==> src/rtl/mul_sched.sv <==
// Round-robin scheduler that lends one shared sequential multiplier to four requesters.
// One operation: grant in IDLE, 8 RUN cycles of multiplier traffic, one ACK cycle with the product.
module mul_sched (
   input  logic         clock,
   input  logic         reset,
   input  logic [3:0]   req,
   input  logic [127:0] opA,
   input  logic [127:0] opB,
   output logic [3:0]   ack,
   output logic [31:0]  prodLo,
   output logic [31:0]  prodHi,
   output logic         busy,
   output logic         err,
   output logic         selMul,
   output logic [31:0]  mulWq,
   input  logic         mulRwq,
   input  logic [31:0]  mulRq,
   input  logic         mulWrq,
   input  logic         mulDone
);

   typedef enum logic [1:0] {IDLE, RUN, ACK} state_t;

   // RUN cycle count at which a missing mulDone is declared a hang
   localparam logic [4:0] WD_LAST = 5'd19;

   state_t      state_q, state_d;
   logic [1:0]  ptr_q, ptr_d;
   logic [1:0]  owner_q, owner_d;
   logic        phase_q, phase_d;
   logic [1:0]  wr_cnt_q, wr_cnt_d;
   logic [4:0]  wd_q, wd_d;
   logic        err_q, err_d;
   logic [31:0] lo_q, lo_d;
   logic [31:0] hi_q, hi_d;
   logic [1:0]  grant;

   // first requester at or above ptr, wrapping 3 -> 0
   always_comb begin
      grant = ptr_q;
      for (int k = 3; k >= 0; k--) begin
         if (req[ptr_q + 2'(k)]) begin
            grant = ptr_q + 2'(k);
         end
      end
   end

   always_ff @(posedge clock) begin
      if (reset) begin
         state_q  <= IDLE;
         ptr_q    <= 2'd0;
         owner_q  <= 2'd0;
         phase_q  <= 1'b0;
         wr_cnt_q <= 2'd0;
         wd_q     <= 5'd0;
         err_q    <= 1'b0;
         lo_q     <= 32'd0;
         hi_q     <= 32'd0;
      end else begin
         state_q  <= state_d;
         ptr_q    <= ptr_d;
         owner_q  <= owner_d;
         phase_q  <= phase_d;
         wr_cnt_q <= wr_cnt_d;
         wd_q     <= wd_d;
         err_q    <= err_d;
         lo_q     <= lo_d;
         hi_q     <= hi_d;
      end
   end

   always_comb begin
      state_d  = state_q;
      ptr_d    = ptr_q;
      owner_d  = owner_q;
      phase_d  = phase_q;
      wr_cnt_d = wr_cnt_q;
      wd_d     = wd_q;
      err_d    = err_q;
      lo_d     = lo_q;
      hi_d     = hi_q;

      case (state_q)
         IDLE: begin
            if (|req) begin
               owner_d  = grant;
               phase_d  = 1'b0;
               wr_cnt_d = 2'd0;
               wd_d     = 5'd0;
               lo_d     = 32'd0;
               hi_d     = 32'd0;
               state_d  = RUN;
            end
         end

         RUN: begin
            wd_d = wd_q + 5'd1;
            if (mulRwq) begin
               phase_d = 1'b1;
            end
            if (mulWrq) begin
               if (wr_cnt_q == 2'd0) begin
                  lo_d = mulRq;
               end else if (wr_cnt_q == 2'd1) begin
                  hi_d = mulRq;
               end
               if (wr_cnt_q != 2'd2) begin
                  wr_cnt_d = wr_cnt_q + 2'd1;
               end
            end
            if (mulDone) begin
               state_d = ACK;
            end else if (wd_q == WD_LAST) begin
               // timed out: still release the owner, but with a null product
               err_d   = 1'b1;
               lo_d    = 32'd0;
               hi_d    = 32'd0;
               state_d = ACK;
            end
         end

         ACK: begin
            ptr_d   = owner_q + 2'd1;
            state_d = IDLE;
         end

         default: begin
            state_d = IDLE;
         end
      endcase
   end

   always_comb begin
      busy   = (state_q != IDLE);
      selMul = (state_q == RUN);
      err    = err_q;
      ack    = 4'd0;
      prodLo = 32'd0;
      prodHi = 32'd0;
      mulWq  = 32'd0;
      if (state_q == RUN) begin
         mulWq = phase_q ? opB[{owner_q, 5'd0} +: 32] : opA[{owner_q, 5'd0} +: 32];
      end
      if (state_q == ACK) begin
         ack    = 4'b0001 << owner_q;
         prodLo = lo_q;
         prodHi = hi_q;
      end
   end

endmodule

==> config.mk <==
export PLATFORM = sky130hd
export DESIGN_NAME = mul_sched
export DESIGN_NICKNAME = d
export VERILOG_FILES = /design/src/rtl/mul_sched.sv
export SDC_FILE = /design/constraint.sdc
export NUM_CORES = 1
export LEC_CHECK = 0
export BUFFER_PORTS_ARGS = -buffer_cell sky130_fd_sc_hd__buf_2
export CAP_MARGIN = 0
export CORE_AREA = 2 2 156 158
export DETAILED_ROUTE_END_ITERATION = 10
export DIE_AREA = 0 0 158 160
export GPL_ROUTABILITY_DRIVEN = 0
export HOLD_SLACK_MARGIN = 0.05
export SETUP_SLACK_MARGIN = 0.1
export SLEW_MARGIN = 20
export SYNTH_ARGS = -nofsm -noshare
export SYNTH_HDL_FRONTEND = slang
export SYNTH_SLANG_ARGS = --single-unit
==> constraint.sdc <==
create_clock -name clock -period 2 [get_ports clock]
set_clock_uncertainty 0.1 [all_clocks]
set_input_delay 0.4 -clock clock [delete_from_list [all_inputs] [get_ports clock]]
set_output_delay 0.4 -clock clock [all_outputs]
set_load 0.03 [all_outputs]
==> reports/metrics.csv <==
stage,metric,value,unit
status,outcome,"complete, but fails checks",
status,failing checks,setup timing,
route,per-cell routed wire length,27.0,um
synthesis,number of synthesized flops with an enable pin,0,
setup_path,crit-path max FO,7,
timing,smallest hold slack,230,ps
clocking,CTS max path bufs,2,
synthesis,synth warn,0,
synthesis,Mean Syn Cell Area,9.24,um2
global_routing,largest net degree at the start of global routing,67,
timing,Final Hold Fails,0,
setup_path,CP Data Arrival Time,1970,ps
job,max_cap viols,0,
setup_path,FF-to-FF setup slack,190,ps
floorplan,Die W,158,um
layout,area of the multi-input gates,5650,um2
floorplan,chip height,160,um
layout,most frequent cells in the layout,"buf_2 (295), buf_6 (108), o211ai_1 (102)",
floorplan,Core Region,23800,um2
synthesis,Synth async-reset ratio,0,
setup_path,worst path required time,1500,ps
floorplan,Boundary Pins,400,
synthesis,post-synthesis sequential area ratio,0.215,
layout,number of fill cells,2236,
placed_design,Post-DP Area,10200,um2
setup_path,Critical Path Sink Type,output port,
timing,RSZ-0062 raised after global routing,yes,
route,Pre-antenna DRT Iters,5,
synthesis,Post-Syn Area,7360,um2
synthesis,Syn Inst Count,797,
route,drt drc,0,
global_routing,Overall Global Routing Usage,0.313,
placed_design,hpwl dp,29400,um
timing,f_max,404,MHz
synthesis,ranking of synthesized cells by area,"dfxtp_1 (21%), mux4_2 (17%), o2111ai_1 (12%)",
global_routing,grt ovf,0,
floorplan,initial core utilization,0.309,
timing,Final WS setup,-474,ps
route,via count,9049,
layout,area grow syn2layout,65.5,%
timing,Tcrit/Tclk final,1.24,
timing,Tmin final,2470,ps
timing,pins over their slew limit,0,
timing,relative slew slack,0.681,
synthesis,synthesis-stage register bit count,79,
placed_design,port buffer count,399,
clocking,CTS buffer count,9,
global_routing,global-route wire length before repair,58100,um
power,worst vdd ir,0.310,mV
timing,Final setup viols,93,
synthesis,syn nets,1103,
global_routing,vias in the first global route,8714,
synthesis,Yosys top cell area share,0.215,
clocking,Clock Root Buffer,clkbuf_16,
synthesis,Main synth FF type,dfxtp_1,
layout,design area,12200,um2
clocking,Post-CTS Hold Fix Bufs,0,
route,via density per instance,5.91,
power,Pleak,5.10,nW
layout,"commonest non-fill, non-tap cell in the layout",buf_2,
hold_path,worst min path class,input port to flip-flop,
layout,NumNets Final,1487,
power,PwrDens,456,nW/um2
power,Pwr Total,5.56,mW
synthesis,Yosys cell types,42,
placed_design,"worst slack, placed",-160,ps
route,antenna-violating nets left,0,
route,initial DRC count,870,
global_routing,initial antenna violation count,29,
layout,layout cells sized above 1,0.583,
floorplan,# rows,57,
timing,Tightest Pin Transition,479,ps
layout,post-layout util,0.512,
clocking,Sink Count,79,
clocking,H-tree Lvls,3,
floorplan,die area,25300,um2
setup_path,Crit Path Category,flip-flop to output port,
route,final WL,41300,um
synthesis,cell taking the most area after synthesis,dfxtp_1,
layout,register area,1600,um2
clocking,CTS tree,built,
clocking,clk slew on worst S/H paths,70,ps
setup_path,startpoint types,flip-flop,
clocking,clk_lat worst skew,350,ps
-- synth_stat cells (all sizes together), types with 3 or more instances --
library cell	number
inv	9
a211oi	3
or2	3
a21oi	8
clkbuf	71
a22o	32
nand2	4
mux4	64
nand2b	3
nand3	69
or3	3
o2111ai	97
ha	9
and2	68
nor2b	98
dfxtp	79
buf	48
o211ai	102
o21ai	3
nor2	5
-- where the power goes --
| part | switching, mW | total [mW] | internal, mW |
|---|---|---|---|
| Sequential | 0.0354 | 1.65 | 1.61 |
| Clock | 0.703 | 1.73 | 1.03 |
| Combinational | 1.10 | 2.17 | 1.07 |
| Total | 1.84 | 5.56 | 3.72 |
-- metal layers --
layer / vias up / global-route usage / routed length (um)
li1: 4008 / - / -
met1: 4483 / 0.403 / 16500
met2: 466 / 0.485 / 19600
met3: 80 / 0.0771 / 3630
met4: 12 / 0.157 / 1440
met5: - / 0 / 68
-- metrics by stage --
stage,TNS [ps],instances
6_report,-19030,1531
3_3_place_gp,-2820,1454
5_1_grt,-22770,1526
3_5_place_dp,-3060,1454
2_1_floorplan,0,797
4_1_cts,-19410,1505
-- worst max-delay path, cell delays in order (launching register included) --
cell	delay, ps
dfxtp_4	380
buf_12	160
clkbuf_16	160
mux4_2	540
a22o_4	240
buf_6	130
-- worst paths after layout --
check,startpoint,endpoint,depth (start not counted)
worst max-delay path,phase_q,mulWq[24],5
worst min-delay path,mulRwq,phase_q,3
worst max register to register,wd_q[0],lo_q[7],6
worst min register to register,err,err,1
-- flip-flops by register name, summed over array words and instances, names as in the netlist --
register and count:
wr_cnt_q 2, phase_q 1, owner_q 2, ptr_q 2, err 1, lo_q 32
wd_q 5, state_q 2, hi_q 32
-- cell type report --
cell class                 count  share of cell area
tap                          324              0.0333
timing repair buffer         492               0.340
inverter                       9             0.00318
sequential                    79               0.131
antenna                       21             0.00431
multi-input combinational    590               0.464
clock buffer                  12              0.0211
clock inverter                 4             0.00370
-- logic make-up (layout without fill, tap and decap cells) --
family,count (synthesis),after routing,synth area share
mux,66,66,0.202
other cells,0,21,0
simple gates,261,261,0.210
flops,79,79,0.215
compound gates,254,254,0.278
fa+ha+maj,9,9,0.0153
buf+inv,128,517,0.0799
-- what timing repair did --
action	in CTS	in global routing
cloned	15	3
resized for setup	312	21
buffers inserted	21	5
pin swaps	56	22
setup endpoints to repair	102	102
(Power assumes the default switching activity.)
